===== src/rtl/mult_seq_16bit.sv =====
// ============================================================================
// mult_seq_16bit: 16x16 sequential shift-add multiplier (17-cycle latency).
// Optional signed mode via macro MULT_SIGNED_EN.  Rev 1.0
// ============================================================================
`default_nettype none

module mult_seq_16bit (
  input  logic        Clock,
  input  logic        Resetn,
  input  logic        Start,
  input  logic [15:0] A,
  input  logic [15:0] B,
  input  logic        Signed,
  output logic        Busy,
  output logic        Done,
  output logic [15:0] P,
  output logic [15:0] PH
);

  typedef enum logic [1:0] {
    S_IDLE = 2'd0,
    S_RUN  = 2'd1,
    S_DONE = 2'd2
  } state_t;

  state_t      state_q;
  logic [15:0] mcand_q;
  logic [15:0] mplier_q;
  logic [16:0] acc_q;
  logic [3:0]  cnt_q;
  logic        busy_q;
  logic        done_q;
  logic [15:0] p_q;
  logic [15:0] ph_q;

  logic [15:0] a_lat_d;
  logic [15:0] b_lat_d;
  logic [16:0] sum_d;
  logic [31:0] prod_d;

`ifdef MULT_SIGNED_EN
  logic neg_q;
  logic neg_d;

  // 0x8000 negates to itself, which reads correctly as magnitude 32768.
  always_comb begin
    a_lat_d = (Signed && A[15]) ? (~A + 16'd1) : A;
    b_lat_d = (Signed && B[15]) ? (~B + 16'd1) : B;
    neg_d   = Signed && (A[15] ^ B[15]);
    prod_d  = neg_q ? (~{acc_q[15:0], mplier_q} + 32'd1) : {acc_q[15:0], mplier_q};
  end
`else
  logic signed_unused;
  assign signed_unused = Signed;

  always_comb begin
    a_lat_d = A;
    b_lat_d = B;
    prod_d  = {acc_q[15:0], mplier_q};
  end
`endif

  assign sum_d = acc_q + {1'b0, (mplier_q[0] ? mcand_q : 16'd0)};

  always_ff @(posedge Clock or negedge Resetn) begin
    if (!Resetn) begin
      state_q  <= S_IDLE;
      mcand_q  <= 16'd0;
      mplier_q <= 16'd0;
      acc_q    <= 17'd0;
      cnt_q    <= 4'd0;
      busy_q   <= 1'b0;
      done_q   <= 1'b0;
      p_q      <= 16'd0;
      ph_q     <= 16'd0;
`ifdef MULT_SIGNED_EN
      neg_q    <= 1'b0;
`endif
    end else begin
      case (state_q)
        S_IDLE: begin
          done_q <= 1'b0;
          if (Start) begin
            mcand_q  <= a_lat_d;
            mplier_q <= b_lat_d;
            acc_q    <= 17'd0;
            cnt_q    <= 4'd0;
            busy_q   <= 1'b1;
            state_q  <= S_RUN;
`ifdef MULT_SIGNED_EN
            neg_q    <= neg_d;
`endif
          end else begin
            busy_q <= 1'b0;
          end
        end
        S_RUN: begin
          // {acc,mplier} shifts right once per step; the add carry lands in acc.
          acc_q    <= {1'b0, sum_d[16:1]};
          mplier_q <= {sum_d[0], mplier_q[15:1]};
          cnt_q    <= cnt_q + 4'd1;
          if (cnt_q == 4'd15) begin
            state_q <= S_DONE;
          end
        end
        S_DONE: begin
          // Busy stays up through the Done cycle; it drops at the next IDLE edge.
          p_q     <= prod_d[15:0];
          ph_q    <= prod_d[31:16];
          done_q  <= 1'b1;
          state_q <= S_IDLE;
        end
        default: begin
          state_q <= S_IDLE;
        end
      endcase
    end
  end

  assign Busy = busy_q;
  assign Done = done_q;
  assign P    = p_q;
  assign PH   = ph_q;

endmodule

`default_nettype wire


===== config.mk =====
export PLATFORM = sky130hd
export DESIGN_NAME = mult_seq_16bit
export DESIGN_NICKNAME = d
export VERILOG_FILES = /design/src/rtl/mult_seq_16bit.sv
export SDC_FILE = /design/constraint.sdc
export NUM_CORES = 1
export LEC_CHECK = 0
export CORE_ASPECT_RATIO = 1.25
export CORE_MARGIN = 2
export CORE_UTILIZATION = 54
export DETAILED_ROUTE_END_ITERATION = 6
export PLACE_DENSITY = 0.77
export SETUP_SLACK_MARGIN = 0.4
export SLEW_MARGIN = 20
export SYNTH_ARGS = -nofsm -noshare
export SYNTH_HDL_FRONTEND = slang
export SYNTH_SLANG_ARGS = --single-unit

===== constraint.sdc =====
create_clock -name Clock -period 3.9 [get_ports Clock]
set_clock_uncertainty 0.2 [all_clocks]
set_input_delay 0.78 -clock Clock [delete_from_list [all_inputs] [get_ports Clock]]
set_output_delay 0.78 -clock Clock [all_outputs]
set_load 0.01 [all_outputs]

# == Word level (Yosys, flattened, before mapping) ==
# Index checks and enable logic that the tools add are counted.
# word_totals
inputBits,36
regBits,89
elab_cells,34
# op_classes
n_addsub,2
mux,12
reduce_logical,6
n_eq_ne,5
# ops
cell,n
17-bit case mux with 2 select lines,1
16-bit two-way mux,2
16-bit case mux with 2 select lines,1
17-bit by 16-bit adder with 17-bit output,1
17-bit two-way mux,1
4-bit case mux with 2 select lines,1
2-bit AND reduction,3
4-bit by 1-bit adder with 4-bit output (second input constant),1
4-bit equality test (second input constant),1
2-bit two-way mux,2
4-bit two-way mux,1
2-bit != test (second input constant),2
2-bit case mux with 2 select lines,1
2-bit nonzero test,2
2-bit by 1-bit equality test with 1-bit output (second input constant),1
2-bit equality test (second input constant),1
2-bit zero test,1
1-bit case mux with 2 select lines,1
1-bit two-way mux,1

# == Depth between registers and ports, before layout ==
# Gate-level depths: netlist of the first run.
# logic_depth
word_depth,3
mapped_depth,10

# == Worst setup path after synthesis of the first run ==
# No wires, ideal clock.
# synth_path
kind,register -> register
startpoint,reg mplier_q[0]
endpoint,reg acc_q[11]
synth_period_minus_slack_ns,2.834
path_slack_ns,1.066
path_stages_with_launch,11
setup_time_ns,0.065
required_time_ns,3.635
t_arrival_ns,2.569
path_cell_list,dfrtp_1 > clkbuf_1 > and2_1 > ha_1 > inv_1 > fa_1 > and2b_1 > o2111ai_2 > a2111oi_2 > mux2_2 > nand2_1
# synth_between
elab_chain_len,3
# synth_lines
element,line,source
from (decl),28,logic [15:0] mplier_q;
from (signal assigned),85,mplier_q <= b_lat_d;
from (signal assigned),100,"mplier_q <= {sum_d[0], mplier_q[15:1]};"
16-bit two-way mux,63,"assign sum_d = acc_q + {1'b0, (mplier_q[0] ? mcand_q : 16'd0)};"
17-bit by 16-bit adder with 17-bit output,63,
17-bit case mux with 2 select lines,80,case (state_q)
to (signal assigned),99,"acc_q <= {1'b0, sum_d[16:1]};"
to (decl),29,logic [16:0] acc_q;
# No other way between the ends.
# A chain may end at the register's enable or synchronous reset.

# == Final worst setup path of the first run ==
# Ends and elaborated chain as after synthesis.

==> out/results.ini, run 1 <==
[yosys]
avgSynthCellArea_um2 = 10.1
synth_compound_area_frac = 0.148
yosysTopAreaCell = dfrtp_1
syn_nets = 486
yosys.area.top_type_share = 0.504
yosys.area_share.simple = 0.164
synthXorXnorAreaFrac = 0.0180
synthesis.area_um2 = 4370
ys_seq_elements = 88
seq_area_frac_synth = 0.504
synth_enable_flop_cells = 0
synth_fa_ha_area_frac = 0.0532
muxShareOfSynthArea = 0.0847
synthTopCellsByArea = dfrtp_1, mux2_2, nand2_1
synth_top_flop_cell = dfrtp_1
yosysWarnings = 0
async_reset_ff_frac = 1.00
synth_top_family_by_area = simple AND/OR/NAND/NOR gates
netlist_instances = 432
synth_cell_type_count = 52

[min_path]
hp-class = input pin to async pin

[place]
place_ws_ns = 0.865
hpwl_mm = 6.81
port_buffers = 68
globalplace.congestion = 0.896

[timing]
worst_slew_pin_slew_ns = 0.963
clock.fmax_ghz = 0.323
timing.final.crit_share = 0.793
fin_ws_ns = 0.806
final_max_slew_viol_count = 0
finalHoldViolCount = 0
rsz0062_at_grt = false
setup_viol = 0
setup_tns_ns = 0
slew_headroom = 0.357
period_needed_ns = 3.09

[setup_path]
cp_top_family = compound AO/OA/AOI/OAI gates
critPathBufInv = 1
path_cells = and2_1 -> ha_1 -> inv_1 -> fa_1 -> and2b_1 -> o2111ai_2 -> a2111oi_2 -> mux2_2 -> nand2_1
path_max_fanout = 11
end_kind = flip-flop
arrival_ns = 3.20
startpoint_type = flip-flop
slowest_delay_ns = 0.56
worst_path_max_delay_cell = dfrtp_1
worst-setup-path-type = flip-flop to flip-flop
cp.required_ns = 4.01

[detailed_routing]
detail-route-antenna-nets = 0
drc_errors = 0
viasPerCell = 5.74
drt_wl_total_mm = 9.79
vias = 3404
first_iter_violations = 167
first_pass_iters = 4
wl_per_cell_um = 16.5

[grt]
grt_pass1_vias = 3469
track_usage = 0.234
grt_pass1_wl_mm = 16.5
grt_max_degree = 57
globalRouteOverflowTotal = 0
grt_antenna_before_repair = 0

[floorplanning]
start_util = 0.558
coreArea_um2 = 7840
boundaryPins = 70
die_height_um = 105
rows = 36
fp.dieW_um = 84.5
die_area_um2 = 8840

[clock_tree]
cts_max_level = 3
root_buffer = clkbuf_8
ctsResizeCount = 0
clock_sinks = 88
post-cts-setup-buffer-count = 0
cts_buffer_depth = 2
hold_buffers = 0
cts_tree = built
cts_buffers = 9
clock_latency_ns = 0.36
clk_pin_slew_ns = 0.08

[layout]
drive_gt1_frac = 0.124
fin_nets = 548
area_delta_synth_final_pct = 21.0
n_antenna_cell = 0
n_fill_cell = 647
final_common_cell = nand2_1
mostFrequentLayoutCells = nand2_1, dfrtp_1, clkdlybuf4s50_1

[pwr]
ir_worst_vdd_mv = 0.317
powerDensity_nw_per_um2 = 704
leakage_nw = 2.46

[run_status]
status = complete, no violations

[run]
cap_violations = 0

worst paths after layout:
path | from | to | slack (ns) | cells past startpoint
max | mplier_q[0]$_DFFE_PN0P_ | acc_q[11]$_DFFE_PN0P_ | 0.81 | 9
min | Resetn | mplier_q[12]$_DFFE_PN0P_ | 0.26 | 1
max reg2reg | mplier_q[0]$_DFFE_PN0P_ | acc_q[11]$_DFFE_PN0P_ | 0.81 | 9
min reg2reg | mcand_q[8]$_DFFE_PN0P_ | mcand_q[8]$_DFFE_PN0P_ | 0.27 | 2
max in group asynchronous | Resetn | PH[6]$_DFFE_PN0P_ | 2.50 | 2
min in group Clock | mcand_q[8]$_DFFE_PN0P_ | mcand_q[8]$_DFFE_PN0P_ | 0.27 | 2
Yosys cell counts, types with 2 or more instances:
library cell and n:
nor2b_1 4, a21o_1 6, o21a_1 3, nand2b_1 4, inv_1 3, mux2_2 32, o21ai_0 35, or3_1 2
clkbuf_1 16, a21oi_1 13, nand3_1 15, buf_1 4, o2111ai_1 2, nand2_1 96, ha_1 17, a22oi_1 14
a2111oi_2 2, xor2_1 3, dfrtp_1 88, nor2_1 10, xnor2_1 6, buf_2 4, o31ai_1 4, and2_1 15
nand4_1 3, a31oi_1 3, nor3_1 3
cell families (layout without fill, tap and decap cells):
kind of cell,count (synthesis),in the layout
buf+inv,29,95
simple gates,159,159
fa+ha+maj,18,18
flops,88,88
compound gates,96,96
mux,33,33
xor+xnor,9,9
worst register-to-register path, stage by stage, from the launching register on:
cell and delay, ns:
dfrtp_1 0.56, and2_1 0.19, ha_1 0.19, inv_1 0.07, fa_1 0.40, and2b_1 0.25, o2111ai_2 0.20, a2111oi_2 0.53
mux2_2 0.40, nand2_1 0.05
cell type report:
cell class | instances | area (um2) | share of cell area
sequential | 88 | 2200 | 0.416
clock buffer | 11 | 131 | 0.0248
inverter | 3 | 11.3 | 0.00213
clock inverter | 4 | 22.5 | 0.00426
timing repair buffer | 77 | 758 | 0.143
multi-input combinational | 315 | 2050 | 0.387
tap | 95 | 119 | 0.0225
per-layer routing:
layer	wire, um	share of wire	up-vias	track usage
met2	4980	0.51	75	0.415
met5	0	0	-	0
li1	-	-	1639	-
met4	204	0.021	0	0.0952
met1	4280	0.44	1675	0.286
met3	328	0.034	15	0.0308
power breakdown:
| part | internal (mW) | total (mW) | leakage [nW] | switching (mW) |
|---|---|---|---|---|
| Combinational | 0.774 | 1.64 | 1.25 | 0.863 |
| Clock | 0.225 | 0.534 | 0.0789 | 0.309 |
| Sequential | 1.28 | 1.55 | 1.13 | 0.272 |
| Total | 2.28 | 3.73 | 2.46 | 1.44 |
through the flow:
step	util	hold WS (ns)	power (mW)	cell area [um2]	std cells
3_3_place_gp	0.655	0.253	3.14	5140	578
6_report	0.675	0.263	3.73	5290	593
3_5_place_dp	0.655	0.255	3.21	5140	578
4_1_cts	0.675	0.275	3.75	5290	593
2_1_floorplan	-	0.237	2.62	4370	432
5_1_grt	0.675	0.298	4.02	5290	593
flip-flops by register name, indices dropped and copies added, names as in the netlist:
signal / count
mcand_q: 16
mplier_q: 16
Busy: 1
acc_q: 16
PH: 16
state_q: 2
Done: 1
cnt_q: 4
P: 16
Note: power is estimated with default switching activity, not from simulation.
==> run 2: changes to the inputs <==
--- a/config.mk
+++ b/config.mk
@@ -7,9 +7,9 @@
 export LEC_CHECK = 0
 export CORE_ASPECT_RATIO = 1.25
 export CORE_MARGIN = 2
-export CORE_UTILIZATION = 54
+export CORE_UTILIZATION = 48
 export DETAILED_ROUTE_END_ITERATION = 6
-export PLACE_DENSITY = 0.77
+export PLACE_DENSITY = 0.73
 export SETUP_SLACK_MARGIN = 0.4
 export SLEW_MARGIN = 20
 export SYNTH_ARGS = -nofsm -noshare
==> constraint.sdc (replaced) <==
create_clock -name Clock -period 2.62 [get_ports Clock]
set_clock_uncertainty 0.2 [all_clocks]
set_input_delay 0.524 -clock Clock [delete_from_list [all_inputs] [get_ports Clock]]
set_output_delay 0.524 -clock Clock [all_outputs]
set_load 0.01 [all_outputs]
==> run 2 against run 1 <==
Against the previous run: the flow now finishes with violations (setup timing); register-to-register slack got worse by 0.82 ns; sequential power is 49% higher; highest routed layer unchanged; critical path depth stayed put; first-iteration DRC count decreased by 22%; clock-buffer cell count shrank 1; power rose by 68%; maximum frequency grew 17%; sequential share of layout area down 4.2 points; non-clock buffer count is 34 higher; critical endpoint is now acc_q[13]$_DFFE_PN0P_; cell count up 10%; flip-flop and latch count is the same.
==> out/results.ini, run 2 (synthesis results as in run 1) <==
[detailed_routing]
first_pass_iters = 4  ; unchanged
detail-route-antenna-nets = 0  ; unchanged
wl_per_cell_um = 15.7  ; -4.6%
first_iter_violations = 130  ; -22%
vias = 3520  ; +3.4%
viasPerCell = 5.39  ; -6.1%
drc_errors = 0  ; unchanged
drt_wl_total_mm = 10.3  ; +5.0%

[clock_tree]
cts_buffer_depth = 2  ; unchanged
cts_max_level = 3  ; unchanged
clock_latency_ns = 0.37  ; about the same
root_buffer = clkbuf_8
clk_pin_slew_ns = 0.09  ; about the same
cts_tree = built
cts_buffers = 9  ; unchanged
clock_sinks = 88  ; unchanged

[layout]
mostFrequentLayoutCells = nand2_1, dfrtp_1, clkdlybuf4s50_1
final_common_cell = nand2_1
final_util = 0.672  ; -0.00322
drive_gt1_frac = 0.240  ; +0.116
fin_nets = 582  ; +6.2%
area_delta_synth_final_pct = 34.5
n_antenna_cell = 0  ; unchanged

[grt]
grt_util_met2 = 0.372  ; -0.0431
grt_max_degree = 55  ; -3.5%
grt_antenna_before_repair = 0  ; unchanged
track_usage = 0.220  ; -0.0143
grt_pass1_vias = 3558  ; +2.6%
use_met1 = 0.280  ; -0.00574
gr-usage-met3 = 0.0380  ; +0.00717
globalRouteOverflowTotal = 0  ; unchanged
busiest_layer = met2
grt_pass1_wl_mm = 17.0  ; +2.9%

[min_path]
min_from = mcand_q[9]$_DFFE_PN0P_
hp-class = flip-flop to flip-flop

[pwr]
swShare = 0.388  ; +0.000778
power_mw = 6.25  ; +68%
leakage_nw = 2.65  ; +8.0%
clkPwrFrac = 0.143  ; about the same
comb_power_share = 0.488  ; +0.049
ir_worst_vdd_mv = 0.486  ; +53%
p_int_mw = 3.82  ; +68%
powerDensity_nw_per_um2 = 1060  ; +51%
p_sw_mw = 2.43  ; +68%
seq_power_share = 0.369  ; -0.048

[timing]
final_max_slew_viol_count = 0  ; unchanged
timing.final.crit_share = 1.01  ; +0.214
fin_ws_ns = -0.0188  ; -0.825 ns
worst_slew_pin_slew_ns = 0.682  ; -0.280 ns
hold_slack_ns = 0.271  ; +0.00760 ns
clock.fmax_ghz = 0.379  ; +17%
rsz0062_at_grt = true
setup_viol = 1  ; +1
finalHoldViolCount = 0  ; unchanged
period_needed_ns = 2.64  ; -0.455 ns
slew_headroom = 0.544  ; +0.187

[run_status]
violations = setup timing
status = finished, violations left

[run]
cap_violations = 0  ; unchanged

[floorplanning]
die_area_um2 = 9890  ; +12%
boundaryPins = 70  ; unchanged
rows = 38  ; +5.6%
fp.dieW_um = 89.4  ; +5.8%
die_height_um = 111  ; +5.8%
coreArea_um2 = 8750  ; +12%
start_util = 0.500  ; -0.0581

[setup_path]
cp.required_ns = 2.67  ; -1.34 ns
path_max_fanout = 3  ; -8
r2r_start = mplier_q[0]$_DFFE_PN0P_
crit_start = mplier_q[0]$_DFFE_PN0P_
end_kind = flip-flop
worst-setup-path-type = flip-flop to flip-flop
startpoint_type = flip-flop
arrival_ns = 2.69  ; -0.51 ns

[place]
hpwl_mm = 7.21  ; +6.0%
place_ws_ns = 0.0126  ; -0.853 ns
port_buffers = 68  ; unchanged
globalplace.congestion = 0.884  ; -1.4%

-- run 2: per-layer routing --
layer,up-vias,routed length [um]
met5,-,0
met4,0,116
li1,1707,-
met3,10,476
met1,1718,4310
met2,85,5380
-- run 2: layout make-up --
cell class	instances	area, um2
Fill cell	715	2870
Tap cell	120	150
Clock buffer	10	138
Timing Repair Buffer	111	1040
Inverter	3	11.3
Multi-Input combinational cell	315	2290
Clock inverter	6	50.0
Sequential cell	88	2200
-- run 2: final timing paths --
check	end	slack (ns)	depth (start not counted)
setup / recovery	acc_q[13]$_DFFE_PN0P_	-0.02	9
hold / removal	mcand_q[9]$_DFFE_PN0P_	0.27	2
setup reg to reg	acc_q[13]$_DFFE_PN0P_	-0.02	9
hold reg to reg	mcand_q[9]$_DFFE_PN0P_	0.27	2
max in group asynchronous	acc_q[13]$_DFFE_PN0P_	1.16	3
min in group asynchronous	PH[3]$_DFFE_PN0P_	0.43	2
-- run 2: worst max-delay path, stage by stage, from the launching register on --
cell and delay (ns):
dfrtp_1 0.41, and2_1 0.15, ha_2 0.17, inv_2 0.05, fa_2 0.19, and2b_1 0.22
o2111ai_4 0.26, a2111oi_4 0.13, or4_1 0.49, a32o_1 0.26
-- run 2: metrics by stage --
| stage | instances | cell area [um2] | setup TNS (ns) |
|---|---|---|---|
| after floorplan | 432 | 4410 | -0.123 |
| after global placement | 627 | 5380 | 0 |
| after detailed placement | 627 | 5380 | 0 |
| after CTS | 649 | 5780 | -0.00117 |
| after global routing | 653 | 5880 | -0.430 |
| final | 653 | 5880 | -0.0188 |
-- run 2: timing repair --
action,4_1_cts,5_1_grt
endpoints found under the setup margin,12,13
hold buffers,1,0
hold endpoints to repair,34,0
buffers inserted,5,4
resized for setup,35,9
pin swaps,12,17
-- run 2: power groups by stage --
stage	sequential, mW	clock, mW	combinational, mW
floorplan	2.27	0	1.68
CTS	2.31	0.913	2.98
finish	2.31	0.894	3.05
global placement	2.28	0	2.65
detailed placement	2.31	0	2.71
global route	2.38	0.972	3.39
